<file path="src/rtl/input_conditioner_pkg.sv">
// input_conditioner_pkg: shared types and widths for the input conditioner.
package input_conditioner_pkg;

  localparam int SYM_W = 2;

  typedef enum logic {
    STABLE = 1'b0,
    COUNT  = 1'b1
  } ic_state_t;

endpackage

</file>
<file path="src/rtl/input_conditioner_sync2.sv">
// sync2: two-flop synchronizer for the raw SYM_W-bit input levels.
// Asynchronous active-low reset clears both stages.
module sync2
  import input_conditioner_pkg::*;
(
  input  logic             clk,
  input  logic             reset,
  input  logic [SYM_W-1:0] d,
  output logic [SYM_W-1:0] q
);

  logic [SYM_W-1:0] s1_r;
  logic [SYM_W-1:0] s2_r;

  // Two back-to-back capture stages; only the second stage is used downstream.
  always_ff @(posedge clk or negedge reset) begin
    if (!reset) begin
      s1_r <= {SYM_W{1'b0}};
      s2_r <= {SYM_W{1'b0}};
    end else begin
      s1_r <= d;
      s2_r <= s1_r;
    end
  end

  assign q = s2_r;

endmodule

</file>
<file path="src/rtl/input_conditioner.sv">
// input_conditioner: synchronizes and debounces a 2-bit raw input vector and
// presents a clean registered symbol plus a one-cycle change strobe.
// Optional macro INPUT_CONDITIONER_REPEAT_EN adds an auto-repeat strobe while
// a non-zero symbol is held (period REPEAT_CYCLES).
module input_conditioner
  import input_conditioner_pkg::*;
#(
  parameter int DEBOUNCE_CYCLES = 4
`ifdef INPUT_CONDITIONER_REPEAT_EN
  , parameter int REPEAT_CYCLES = 16
`endif
) (
  input  logic             clk,
  input  logic             reset,
  input  logic [SYM_W-1:0] raw_in,
  output logic [SYM_W-1:0] sym,
  output logic             sym_valid,
  output logic             busy
);

  localparam int CNT_W = $clog2(DEBOUNCE_CYCLES + 1);
  localparam logic [CNT_W-1:0] CNT_ZERO = {CNT_W{1'b0}};
  localparam logic [CNT_W-1:0] CNT_ONE  = CNT_W'(1);
  localparam logic [CNT_W-1:0] CNT_LAST = CNT_W'(DEBOUNCE_CYCLES - 1);

  logic [SYM_W-1:0] s2_s;
  ic_state_t        state_r, state_s;
  logic [SYM_W-1:0] cand_r, cand_s;
  logic [CNT_W-1:0] cnt_r, cnt_s;
  logic [SYM_W-1:0] sym_r, sym_s;
  logic             commit_s;
  logic             strobe_s;
  logic             sym_valid_r;

  sync2 u_sync2 (
    .clk   (clk),
    .reset (reset),
    .d     (raw_in),
    .q     (s2_s)
  );

  // Debounce next-state: glitch rejection takes priority over bounce restart,
  // which takes priority over commit.
  always_comb begin
    state_s  = state_r;
    cand_s   = cand_r;
    cnt_s    = cnt_r;
    sym_s    = sym_r;
    commit_s = 1'b0;
    case (state_r)
      STABLE: begin
        if (s2_s != sym_r) begin
          cand_s  = s2_s;
          cnt_s   = CNT_ONE;
          state_s = COUNT;
        end else begin
          cnt_s = CNT_ZERO;
        end
      end
      COUNT: begin
        if (s2_s == sym_r) begin
          state_s = STABLE;
          cnt_s   = CNT_ZERO;
        end else if (s2_s != cand_r) begin
          cand_s = s2_s;
          cnt_s  = CNT_ONE;
        end else if (cnt_r == CNT_LAST) begin
          sym_s    = cand_r;
          commit_s = 1'b1;
          cnt_s    = CNT_ZERO;
          state_s  = STABLE;
        end else begin
          cnt_s = cnt_r + CNT_ONE;
        end
      end
      default: begin
        state_s = STABLE;
        cnt_s   = CNT_ZERO;
      end
    endcase
  end

`ifdef INPUT_CONDITIONER_REPEAT_EN
  localparam int RPT_W = $clog2(REPEAT_CYCLES);
  localparam logic [RPT_W-1:0] RPT_ZERO = {RPT_W{1'b0}};
  localparam logic [RPT_W-1:0] RPT_ONE  = RPT_W'(1);
  localparam logic [RPT_W-1:0] RPT_LAST = RPT_W'(REPEAT_CYCLES - 1);

  logic [RPT_W-1:0] rpt_r, rpt_s;
  logic             rpt_fire_s;

  // Auto-repeat: count only while settled on a non-zero symbol; any other
  // condition (leaving STABLE, idle symbol) restarts the period.
  always_comb begin
    rpt_s      = RPT_ZERO;
    rpt_fire_s = 1'b0;
    if ((state_r == STABLE) && (s2_s == sym_r) && (sym_r != {SYM_W{1'b0}})) begin
      if (rpt_r == RPT_LAST) begin
        rpt_fire_s = 1'b1;
        rpt_s      = RPT_ZERO;
      end else begin
        rpt_s = rpt_r + RPT_ONE;
      end
    end else begin
      rpt_s = RPT_ZERO;
    end
  end

  // Repeat period counter register.
  always_ff @(posedge clk or negedge reset) begin
    if (!reset) begin
      rpt_r <= RPT_ZERO;
    end else begin
      rpt_r <= rpt_s;
    end
  end

  assign strobe_s = commit_s | rpt_fire_s;
`else
  assign strobe_s = commit_s;
`endif

  // Debounce state, candidate, counter, committed symbol and strobe registers.
  always_ff @(posedge clk or negedge reset) begin
    if (!reset) begin
      state_r     <= STABLE;
      cand_r      <= {SYM_W{1'b0}};
      cnt_r       <= CNT_ZERO;
      sym_r       <= {SYM_W{1'b0}};
      sym_valid_r <= 1'b0;
    end else begin
      state_r     <= state_s;
      cand_r      <= cand_s;
      cnt_r       <= cnt_s;
      sym_r       <= sym_s;
      sym_valid_r <= strobe_s;
    end
  end

  assign sym       = sym_r;
  assign sym_valid = sym_valid_r;
  assign busy      = (state_r == COUNT);

endmodule

</file>
<file path="config.mk">
export PLATFORM = sky130hd
export DESIGN_NAME = input_conditioner
export DESIGN_NICKNAME = d
export VERILOG_FILES = /design/src/rtl/input_conditioner_pkg.sv /design/src/rtl/input_conditioner_sync2.sv /design/src/rtl/input_conditioner.sv
export SDC_FILE = /design/constraint.sdc
export NUM_CORES = 1
export LEC_CHECK = 0
export CAP_MARGIN = 25
export CORE_AREA = 2 2 39 41
export CTS_CLUSTER_SIZE = 24
export DETAILED_ROUTE_END_ITERATION = 8
export DIE_AREA = 0 0 41 43
export GPL_ROUTABILITY_DRIVEN = 0
export PLACE_DENSITY = 0.57
export SLEW_MARGIN = 20
export SYNTH_ARGS = -nofsm -noshare
export SYNTH_HDL_FRONTEND = slang
export SYNTH_HIERARCHICAL = 1
export SYNTH_SLANG_ARGS = --single-unit
</file>
<file path="constraint.sdc">
create_clock -name clk -period 2.7 [get_ports clk]
set_clock_uncertainty 0.15 [all_clocks]
set_input_delay 0.81 -clock clk [delete_from_list [all_inputs] [get_ports clk]]
set_output_delay 0.81 -clock clk [all_outputs]
set_load 0.02 [all_outputs]
</file>
Yosys cells after proc, flatten, opt, wreduce, memory -nomap -nowiden
Index checks and enable logic that the tools add are counted.
{"block": "op_classes", "add_sub_neg": 1, "n_mul": 0, "div": 0, "order_cmp": 0, "n_eq_ne": 7, "n_shift": 0, "mux": 18, "n_bitwise": 3, "n_reduce_logical": 2}
{"operator": "2-to-1 mux 1 bit", "n": 9}
{"operator": "2-to-1 mux 3 bit", "n": 3}
{"operator": "2-to-1 mux 2 bit", "n": 3}
{"operator": "one-hot mux 3 bit (2 select lines)", "n": 1}
{"operator": "inequality test 2 bit", "n": 2}
{"operator": "inequality test 2 bit, second input constant", "n": 2}
{"operator": "one-hot mux 2 bit (2 select lines)", "n": 1}
{"operator": "AND reduction 4 bit", "n": 1}
{"operator": "adder 3 x 1 -> 3 bit, second input constant", "n": 1}
{"operator": "== test 3 x 2 -> 1 bit, second input constant", "n": 1}
{"operator": "NOT 1 bit", "n": 3}
{"operator": "AND reduction 3 bit", "n": 1}
{"operator": "== test 2 bit", "n": 1}
{"operator": "inequality test 2 x 1 -> 1 bit, second input constant", "n": 1}
{"operator": "one-hot mux 1 bit (2 select lines)", "n": 1}
{"block": "word_totals", "regBits": 13, "latchBits": 0, "ram_bits": 0, "mem_bits_ro": 0, "input_bits": 4, "output_inout_bits": 4, "wordCells": 38, "memories": 0}

Longest topological paths before layout
Gate-level depths: netlist (run 1).
{"block": "depth", "ltp_word": 5, "ltp_mapped": 4}

Cells and area by module
The synthesis (run 1) kept the hierarchy.
{"mod": "input_conditioner", "n_inst": 1, "cells_per_inst": 29, "area_each_um2": 396.6, "seq_area_each_um2": 225.2}
{"mod": "sync2", "n_inst": 1, "cells_per_inst": 4, "area_each_um2": 100.1, "seq_area_each_um2": 100.1}

Least setup slack after synthesis (run 1)
Ideal clock, no wire load.
{"block": "synth_timing", "kind": "flip-flop to flip-flop", "startpoint": "reg u_sync2.s2_r[0] (netlist: u_sync2/q[0])", "endpoint": "reg sym_r[0] (netlist: sym[0])", "arrival_ps": 1383, "t_required_ps": 2425, "setup_slack_ps": 1042, "path_stages_with_launch": 5, "n_path_buf": 0, "cell_sequence": "dfrtp_1 xnor2_1 nand3_2 nor4b_4 mux2_2"}
{"block": "synth_between", "elab_chain_len": 3, "word_cells_on_any_way": 5, "classes_between": "2 x eq/ne; 2 x bitwise; 1 x reduce/logical"}
{"element": "from (decl)", "line": "input_conditioner_sync2.sv:13", "source": "logic [SYM_W-1:0] s2_r;"}
{"element": "from (signal assigned)", "line": "input_conditioner_sync2.sv:19", "source": "s2_r <= {SYM_W{1'b0}};"}
{"element": "from (signal assigned)", "line": "input_conditioner_sync2.sv:22", "source": "s2_r <= s1_r;"}
{"element": "inequality test 2 bit or == test 2 bit (tied branches)", "line": "input_conditioner.sv:64, input_conditioner.sv:61"}
{"element": "NOT 1 bit (no line)"}
{"element": "AND reduction 4 bit (no line) *"}
{"element": "to (signal assigned)", "line": "input_conditioner.sv:129", "source": "sym_r <= {SYM_W{1'b0}};"}
{"element": "to (signal assigned)", "line": "input_conditioner.sv:135", "source": "sym_r <= sym_s;"}
{"element": "to (decl)", "line": "input_conditioner.sv:30", "source": "logic [SYM_W-1:0] sym_r, sym_s;"}
Mark *: on every way between the ends. The rest lies on a longest branch, timed or not.
A chain may end at the register's enable or synchronous reset.

Final worst setup path (run 1)
{"block": "layout_timing", "startpoint": "reg sym_r[1] (netlist: sym[1])", "endpoint": "out sym[1]"}
{"element": "to (decl)", "line": "input_conditioner.sv:16", "source": "output logic [SYM_W-1:0] sym,"}
No word-level cell between the ends.

==> metrics.cfg, run 1 <==
[floorplan]
die_w_um=41
dieArea_um2=1763
initial_utilization_pct=35.90
ios=8
coreArea_um2=1384
rows=14
dieHeight_um=43

[setup_path]
setup.worst_path.end=sym[1]
crit_family=buffers and inverters
cpMaxStageDelayCell=clkdlybuf4s50_1
cp-start-kind=flip-flop
crit_chain=clkdlybuf4s50_1
rrSetupSlack_ns=0.90
worstReg2RegStart=u_sync2/q[0]$_DFF_PN0_
ff2ff_path_depth=4
worst-path-buf-inv=1
worstSetupPathType=flip-flop to output pin
cp-end-kind=output pin
required_ns=1.74
max_stage_delay_ns=0.62
crit_fanout=3
r2r-end=sym[0]$_DFFE_PN0P_
crit_cells=1
cp-startpoint=sym[1]$_DFFE_PN0P_
crit_arrival_ns=1.27

[cts]
ctsResizeCount=0
postCtsSetupRepairBufs=0
cts_buffer_depth=2
cts_root_buffer=clkbuf_4
cts_max_level=1
path_clk_slew_ns=0.07
clock_sinks=13
numCtsBuffers=3
cts_tree=built
holdBufCountCts=0
insertion_delay_ns=0.27

[timing]
drv_slew=0
layout_min_cycle_time_ns=2.227
finalSetupViolCount=0
tightest_slew_ns=0.5995
rsz0062_at_grt=false
fmax_mhz=449.1
hold_viol=0
slew_headroom_pct=59.88
min_period_over_period_pct=82.47
setup_tns_ns=0

[global_route]
overflow=0
grt_antenna_before_repair=0
grt_max_degree=14
grt_usage_pct=12.49
grt_pass1_wl_um=1345
first_global_vias=314

[yosys]
ys_top_cells_by_area=dfrtp_1, mux2_2, nor4b_4, xnor2_1, xor2_1
synth_cells=33
yosysWarnings=6
synth_nets=38
synth_top_area_share_pct=65.49
synth_cell_type_count=12
syn-cell-area_um2=496.7
ys_ff_latch=13
yosys.area.top_type=dfrtp_1
yosysSeqAreaShare_pct=65.49
syn_area_per_cell_um2=15.05

[final_layout]
post-route-util_pct=44.39
multiInputGateArea_um2=167.7
regArea_um2=325.3
drive_gt1_share_pct=22.73
postLayoutCellArea_um2=614.3
area_delta_synth_final_pct=23.68
n_antenna_cell=0
fillers=126
num-nets-final=50

[power]
switchingPower_uw=184.0
power_frac_clock_pct=20.3
max-vdd-ir-drop_mv=0.4516
p_int_uw=388.6
p_leak_nw=0.2592
power.share.switching_pct=32.13
comb_power_share_pct=32.6
power_uw=572.6
p_per_area_nw_per_um2=932.1
power_frac_seq_pct=47.1

[placement]
dp_hpwl_um=562.2
place_area_um2=586.8
io_buffers=7

[routing]
wl_per_cell_um=11.95
drt-vias-per-instance=4.667
ant_nets=0
drc_errors=0
drt-pass1-iter-count=2
dr.first_iter.drc_count=1
vias=280
drt-total-wl_um=717

[flow_run]
drv_cap=0

[hold_path]
hold_depth=0
min_path_type=flip-flop to flip-flop

[run_status]
outcome=finished clean

stage by stage:
step | instances | hold slack [ns] | setup WS [ns]
after floorplan | 33 | 0.1812 | 1.042
after global placement | 56 | 0.1877 | 0.7823
after detailed placement | 56 | 0.1888 | 0.7655
after CTS | 60 | 0.2213 | 0.4512
after global routing | 60 | 0.2253 | 0.4014
final | 60 | 0.2190 | 0.4733
routing by layer:
layer	share of wire [%]	vias to the layer above	global-route usage, %
met5	0	-	0
met3	6.1	2	4.712
met1	38	133	13.36
met2	54	9	17.50
li1	-	136	-
met4	1.4	0	12.00
cell type report:
class / count / area share (%)
clock buffers: 3 / 3.666
clock inverters: 1 / 0.8147
inverters: 1 / 0.6110
multi-input cells: 19 / 27.29
flip-flops and latches: 13 / 52.95
well taps: 16 / 3.259
repair buffers: 7 / 11.41
cell usage after synthesis:
| master | instances |
|---|---|
| nor2_1 | 4 |
| mux2_2 | 4 |
| a21oi_1 | 1 |
| nor4b_4 | 1 |
| xor2_1 | 2 |
| nor4_1 | 1 |
| ha_1 | 1 |
| inv_1 | 1 |
| dfrtp_1 | 13 |
| nor3b_1 | 2 |
| nand3_2 | 1 |
| xnor2_1 | 2 |
power by group through the flow:
stage | Sequential, mW | Clock, mW | Combinational [mW]
finish | 0.269 | 0.116 | 0.187
global route | 0.274 | 0.135 | 0.207
CTS | 0.270 | 0.124 | 0.190
detailed placement | 0.274 | 0 | 0.189
global placement | 0.269 | 0 | 0.185
floorplan | 0.293 | 0 | 0.102
cells by family after synthesis:
logic type,Yosys count,synth area share [%]
DFF,13,65.49
adders and majority gates,1,2.518
and+or+nand+nor,9,14.10
buffers and inverters,1,0.7549
muxes,4,9.067
AOI/OAI and AO/OA,1,1.007
xor gates and xnor gates,4,7.054
worst min-delay path by stage:
stage | from | end | slack [ns]
after detailed placement | u_sync2/s1_r[0]$_DFF_PN0_ | u_sync2/q[0]$_DFF_PN0_ | 0.19
after global placement | u_sync2/s1_r[1]$_DFF_PN0_ | u_sync2/q[1]$_DFF_PN0_ | 0.19
after floorplan | u_sync2/s1_r[0]$_DFF_PN0_ | u_sync2/q[0]$_DFF_PN0_ | 0.18
final | u_sync2/s1_r[0]$_DFF_PN0_ | u_sync2/q[0]$_DFF_PN0_ | 0.22
after global routing | u_sync2/s1_r[0]$_DFF_PN0_ | u_sync2/q[0]$_DFF_PN0_ | 0.23
after CTS | u_sync2/s1_r[0]$_DFF_PN0_ | u_sync2/q[0]$_DFF_PN0_ | 0.22
cell usage in the layout, fill, tap and decap left out:
cell	synthesis	layout
a21oi_1	1	1
clkbuf_4	0	3
clkdlybuf4s50_1	0	7
clkinv_2	0	1
dfrtp_1	13	13
ha_1	1	1
inv_1	1	1
mux2_2	4	4
nand3_2	1	1
nor2_1	4	4
nor3b_1	2	2
nor4_1	1	1
nor4b_4	1	1
xnor2_1	2	2
xor2_1	2	2
registers in the layout, indices dropped and copies added (netlist names):
signal        cells
cnt_r             3
cand_r            2
sym               2
u_sync2/q         2
u_sync2/s1_r      2
busy              1
sym_valid         1
(Power assumes the default switching activity.)
==> run 2, diff against run 1 <==
- PLACE_DENSITY: 0.57 -> 0.59
- clock period: 2.7 -> 1.8 ns (I/O delays scaled with it)
==> metrics.cfg, run 2 (same netlist as run 1, synthesis figures left out) <==
[hold_path]
min_path_type=flip-flop to flip-flop  ; unchanged

[setup_path]
required_ns=1.82  ; was 1.74 ns
max_stage_delay_ns=0.42  ; was 0.62 ns
crit_family=simple AND/OR/NAND/NOR gates  ; was buffers and inverters
worst-path-buf-inv=0  ; was 1
worstSetupPathType=flip-flop to flip-flop  ; was flip-flop to output pin
crit_chain=xnor2_2, nand3_2, nor4b_4, mux2_2  ; was clkdlybuf4s50_1
cpMaxStageDelayCell=dfrtp_1  ; was clkdlybuf4s50_1
crit_arrival_ns=1.75  ; was 1.27 ns
crit_fanout=3  ; unchanged
cp-start-kind=flip-flop  ; unchanged
cp-end-kind=flip-flop  ; was output pin

[floorplan]
coreArea_um2=1384  ; unchanged
dieArea_um2=1763  ; unchanged
ios=8  ; unchanged
die_w_um=41  ; unchanged
rows=14  ; unchanged
initial_utilization_pct=35.90  ; unchanged
dieHeight_um=43  ; unchanged

[final_layout]
fillers=130  ; was 126
layout_commonest_cell=dfrtp_1  ; unchanged
multiInputGateArea_um2=186.4  ; was 167.7 um^2
layout_common_cells=dfrtp_1, nor2_1, dlygate4sd2_1, buf_4  ; was dfrtp_1, clkdlybuf4s50_1, nor2_1, mux2_2, clkbuf_4
post-route-util_pct=47.47  ; was 44.39%
largest_reg_flops=3  ; unchanged
num-nets-final=54  ; was 50
drive_gt1_share_pct=31.25  ; was 22.73%
max_flop_register=cnt_r  ; unchanged
n_antenna_cell=0  ; unchanged
area_delta_synth_final_pct=32.24  ; was 23.68%
regArea_um2=325.3  ; unchanged
postLayoutCellArea_um2=656.9  ; was 614.3 um^2

[flow_run]
drv_cap=0  ; unchanged

[power]
power.share.switching_pct=33.22  ; was 32.13%
p_int_uw=604.5  ; was 388.6 uW
comb_power_share_pct=34.1  ; was 32.6%
max-vdd-ir-drop_mv=0.6862  ; was 0.4516 mV
p_leak_nw=0.3012  ; was 0.2592 nW
switchingPower_uw=300.7  ; was 184.0 uW
power_frac_seq_pct=46.0  ; was 47.1%
power_uw=905.1  ; was 572.6 uW
p_per_area_nw_per_um2=1378  ; was 932.1 nW/um^2
power_frac_clock_pct=19.9  ; was 20.3%

[global_route]
grt_antenna_before_repair=0  ; unchanged
first_global_vias=320  ; was 314
grt_usage_pct=12.94  ; was 12.49%
overflow=0  ; unchanged
grt_pass1_wl_um=1400  ; was 1345 um
grt_max_degree=14  ; unchanged

[timing]
layout_min_cycle_time_ns=1.732
tightest_slew_ns=0.2918  ; was 0.5995 ns
drv_slew=0  ; unchanged
fmax_mhz=577.4
hold-worst-slack_ns=0.2101  ; was 0.2190 ns
min_period_over_period_pct=96.22
slew_headroom_pct=80.46  ; was 59.88%
finalSetupViolCount=0  ; unchanged
hold_viol=0  ; unchanged

[routing]
drc_errors=0  ; unchanged
drt-total-wl_um=837  ; was 717 um
wl_per_cell_um=13.08  ; was 11.95 um
dr.first_iter.drc_count=2  ; was 1
drt-pass1-iter-count=4  ; was 2
vias=308  ; was 280
drt-vias-per-instance=4.813  ; was 4.667
ant_nets=0  ; unchanged

[run_status]
outcome=finished clean  ; unchanged

[cts]
cts_tree=built  ; unchanged
cts_max_level=1  ; unchanged
insertion_delay_ns=0.28  ; was 0.27 ns
cts_buffer_depth=2  ; unchanged
path_clk_slew_ns=0.08  ; was 0.07 ns
holdBufCountCts=0  ; unchanged
numCtsBuffers=3  ; unchanged
clock_sinks=13  ; unchanged
cts_root_buffer=clkbuf_4  ; unchanged

[placement]
io_buffers=7  ; unchanged
dp_hpwl_um=610  ; was 562.2 um
place_area_um2=609.3  ; was 586.8 um^2

-- run 2: power groups by stage --
stage               Combinational, mW  Sequential, mW  Clock [mW]
finish                          0.309           0.416       0.180
global route                    0.341           0.424       0.199
CTS                             0.297           0.410       0.184
detailed placement              0.316           0.416           0
global placement                0.309           0.412           0
floorplan                       0.153           0.440           0
-- run 2: per-layer routing --
layer	vias up	global-route usage (%)	part of all wire [%]
li1	143	-	-
met1	149	14.88	43
met4	0	10.00	3.1
met3	4	4.712	6.1
met5	-	0	0
met2	12	18.44	48
-- run 2: worst reg2reg max path: cells and delay by family, from the launching register on --
| kind | cells | cell delay [ns] |
|---|---|---|
| multiplexers | 1 | 0.37 |
| XOR/XNOR | 1 | 0.19 |
| flip-flops | 1 | 0.42 |
| AND/OR/NAND/NOR | 2 | 0.49 |
-- run 2: through the flow --
step / setup slack, ns / std cells / TNS [ns]
CTS: 0.06516 / 63 / 0
finish: 0.06801 / 64 / 0
detailed placement: 0.08535 / 59 / 0
floorplan: 0.1425 / 33 / 0
global route: -0.0001249 / 64 / -0.0001249
global placement: 0.09129 / 59 / 0
-- run 2: path summary, 6_finish.rpt --
path                            slack [ns]  depth (start not counted)                      start                     end
worst min-delay path                  0.21                          0  u_sync2/s1_r[0]$_DFF_PN0_  u_sync2/q[0]$_DFF_PN0_
worst min register to register        0.21                          0  u_sync2/s1_r[0]$_DFF_PN0_  u_sync2/q[0]$_DFF_PN0_
max in group asynchronous             0.94                          2                      reset   cand_r[0]$_DFFE_PN0P_
worst max register to register        0.07                          4      cand_r[1]$_DFFE_PN0P_      sym[0]$_DFFE_PN0P_
min in group asynchronous             0.40                          2                      reset      sym[1]$_DFFE_PN0P_
worst max-delay path                  0.07                          4      cand_r[1]$_DFFE_PN0P_      sym[0]$_DFFE_PN0P_
-- run 2: cell type report --
| type | instances | area share [%] |
|---|---|---|
| Sequential cell | 13 | 49.52 |
| Multi-Input combinational cell | 19 | 28.38 |
| Inverter | 1 | 0.5714 |
| Tap cell | 16 | 3.048 |
| Clock buffer | 4 | 4.000 |
| Timing Repair Buffer | 11 | 14.48 |
-- run 2: repair_timing --
action,in CTS,in global routing
hold endpoints to repair,0,0
buffers inserted,0,1
pin swaps,0,1
setup endpoints to repair,4,2
resized for setup,4,3
==> edit (flow settings as in run 2) <==
Change the parameter `DEBOUNCE_CYCLES` from 4 to 8.
--- a/src/rtl/input_conditioner.sv
+++ b/src/rtl/input_conditioner.sv
@@ -5,7 +5,7 @@
 module input_conditioner
   import input_conditioner_pkg::*;
 #(
-  parameter int DEBOUNCE_CYCLES = 4
+  parameter int DEBOUNCE_CYCLES = 8
 `ifdef INPUT_CONDITIONER_REPEAT_EN
   , parameter int REPEAT_CYCLES = 16
 `endif
Formal check against the unedited RTL: not equivalent (Yosys sat finds a counterexample within 10 cycles, from zero or initial values and one cycle with reset low).
==> edit against run 2 <==
Hold slack got worse by 3.6 ps; global-route usage about the same; area after synthesis up 11%; cell area grew 7.0%; sequential cell count is 1 higher; non-clock buffer count is 2 lower; setup slack got worse by 4.9 ps; routed wire length increased by 10%; critical endpoint is now sym[1]$_DFFE_PN0P_; largest cell class unchanged.
Power is not compared: it rests on default switching activity, and its combinational part moved more than twofold at a synthesized area within 25%.
==> edit: results (changes against run 2) <==
grtUsageTotal_pct: 13.0  # +0.027 points
grt_max_degree: 15  # +1
synth_compound_area_share_pct: 6.58  # +5.6 points
grt_pass1_wl_mm: 1.50  # +7.4%
largest_reg_flops: 4  # +1
cp_slowest_stage_delay_ps: 450  # +30 ps
nets: 59  # +9.3%
clk_pin_slew_ps: 80  # about the same
final_layout_size_suffix_gt1_share_pct: 18.9  # -12 points
ir_worst_vdd_v: 0.000365
synthTopCellsByCount: "14 x dfrtp_1, 5 x nor2_1, 4 x mux2_1"
r2r_slack_ps: 60
r2r_end: "sym[1]$_DFFE_PN0P_"
ys_top_cells_by_area: "dfrtp_1 63%, mux2_1 8.2%, xnor2_1 4.8%, nor2_1 3.4%, xor2_1 3.2%"
viasPerCell: 4.88  # +1.5%
hp-start: "u_sync2/s1_r[0]$_DFF_PN0_"
worstPathArrival_ps: 1740
htree_levels: 1  # unchanged
cts_root_buffer: "clkbuf_4"
grt_pass1_vias: 355  # +11%
syn_nets: 45  # +18%
drt_pre_antenna_iters: 4  # unchanged
clockBufferDepth: 2  # unchanged
slew_headroom_pct: 83.2  # +2.8 points
layout.cells.non_filler: 69  # +7.8%
hold_depth: 0  # unchanged
hold_end: "u_sync2/q[0]$_DFF_PN0_"
status: "finished, final reports clean"
top_register: "cnt_r"
synth_cell_types: 16  # +4
synth_xor_area_share_pct: 7.94  # +0.88 points
dp.cells: 65  # +10%
async_flop_share_pct: 100  # unchanged
cts_made_buffers: 3  # unchanged
clock_latency_ps: 270
synth_area_per_cell_um2: 13.8  # -8.4%
seq_area_frac_synth_pct: 63.5  # -2.0 points
crit_slowest_cell: "dfrtp_1"
n_antenna_cell: 0  # unchanged
wl_per_cell_um: 13.4  # +2.2%
path_max_fanout: 3  # unchanged
crit_family: "flip-flops"
io_buffer_count: 7  # unchanged
final_hold_viol_count: 0  # unchanged
first_iter_violations: 2  # unchanged
fillers: 123  # -5.4%
hold_class: "reg2reg"
reg2reg_depth: 4  # unchanged
leakage_nw: 0.327
synth.area.mux_share_pct: 8.16  # -0.90 points
crit_start: "u_sync2/q[1]$_DFF_PN0_"
ys_warn_count: 6  # unchanged
yosys.area_share.adder_pct: 2.27  # -0.25 points
dp_hpwl_um: 701  # +15%
[edit: power by group]
part	internal [mW]	switching, mW
combinational	0.0313	0.0301
sequential	0.329	0.0138
clock	0.123	0.0950
[edit: worst max-delay path by stage]
stage                    endpoint  slack (ps)
6_report       sym[1]$_DFFE_PN0P_          60
5_1_grt        sym[0]$_DFFE_PN0P_         -20
4_1_cts        sym[1]$_DFFE_PN0P_          30
3_5_place_dp   sym[1]$_DFFE_PN0P_          40
3_3_place_gp                 busy         120
2_1_floorplan  sym[0]$_DFFE_PN0P_         100
[edit: layout make-up]
| type | instances | share of cell area (%) |
|---|---|---|
| clock buffers | 4 | 5.16 |
| inverters | 1 | 0.534 |
| multi-input cells | 25 | 30.2 |
| flip-flops and latches | 14 | 49.8 |
| well taps | 16 | 2.85 |
| repair buffers | 9 | 11.4 |
[edit: worst reg2reg max path, stage by stage, from the launching register on]
cell and delay [ps]:
dfrtp_1 450, xor2_2 230, o2111ai_2 190, nor3_4 250
mux2_1 360
[edit: through the flow]
stage / power (mW) / setup WS, ps / area, um2 / hold WS, ps / utilization [%]
after floorplan: 0.379 / 96.9 / 552 / 94.4 / -
after global routing: 0.660 / -16.0 / 703 / 215 / 50.8
after global placement: 0.404 / 124 / 657 / 188 / 47.5
final: 0.622 / 63.1 / 703 / 206 / 50.8
after CTS: 0.631 / 34.1 / 688 / 211 / 49.7
after detailed placement: 0.409 / 44.3 / 657 / 192 / 47.5
[edit: logic make-up after synthesis]
kind of cell             Yosys count
adder cells (fa/ha/maj)            1
flip-flops                        14
XOR/XNOR                           5
multiplexers                       4
buffers and inverters              1
AND/OR/NAND/NOR                   11
AO/OA/AOI/OAI                      4
[edit: routing by layer]
layer	track usage, %	share of wire [%]	routed length (um)
met3	4.71	4.4	41
met5	0	0	0
met4	6.00	0	0
met1	16.4	41	375
met2	19.1	55	504
[edit: repair_timing]
action,CTS,global route
endpoints found under the setup margin,4,2
gates resized for setup,4,2
buffers inserted,0,0
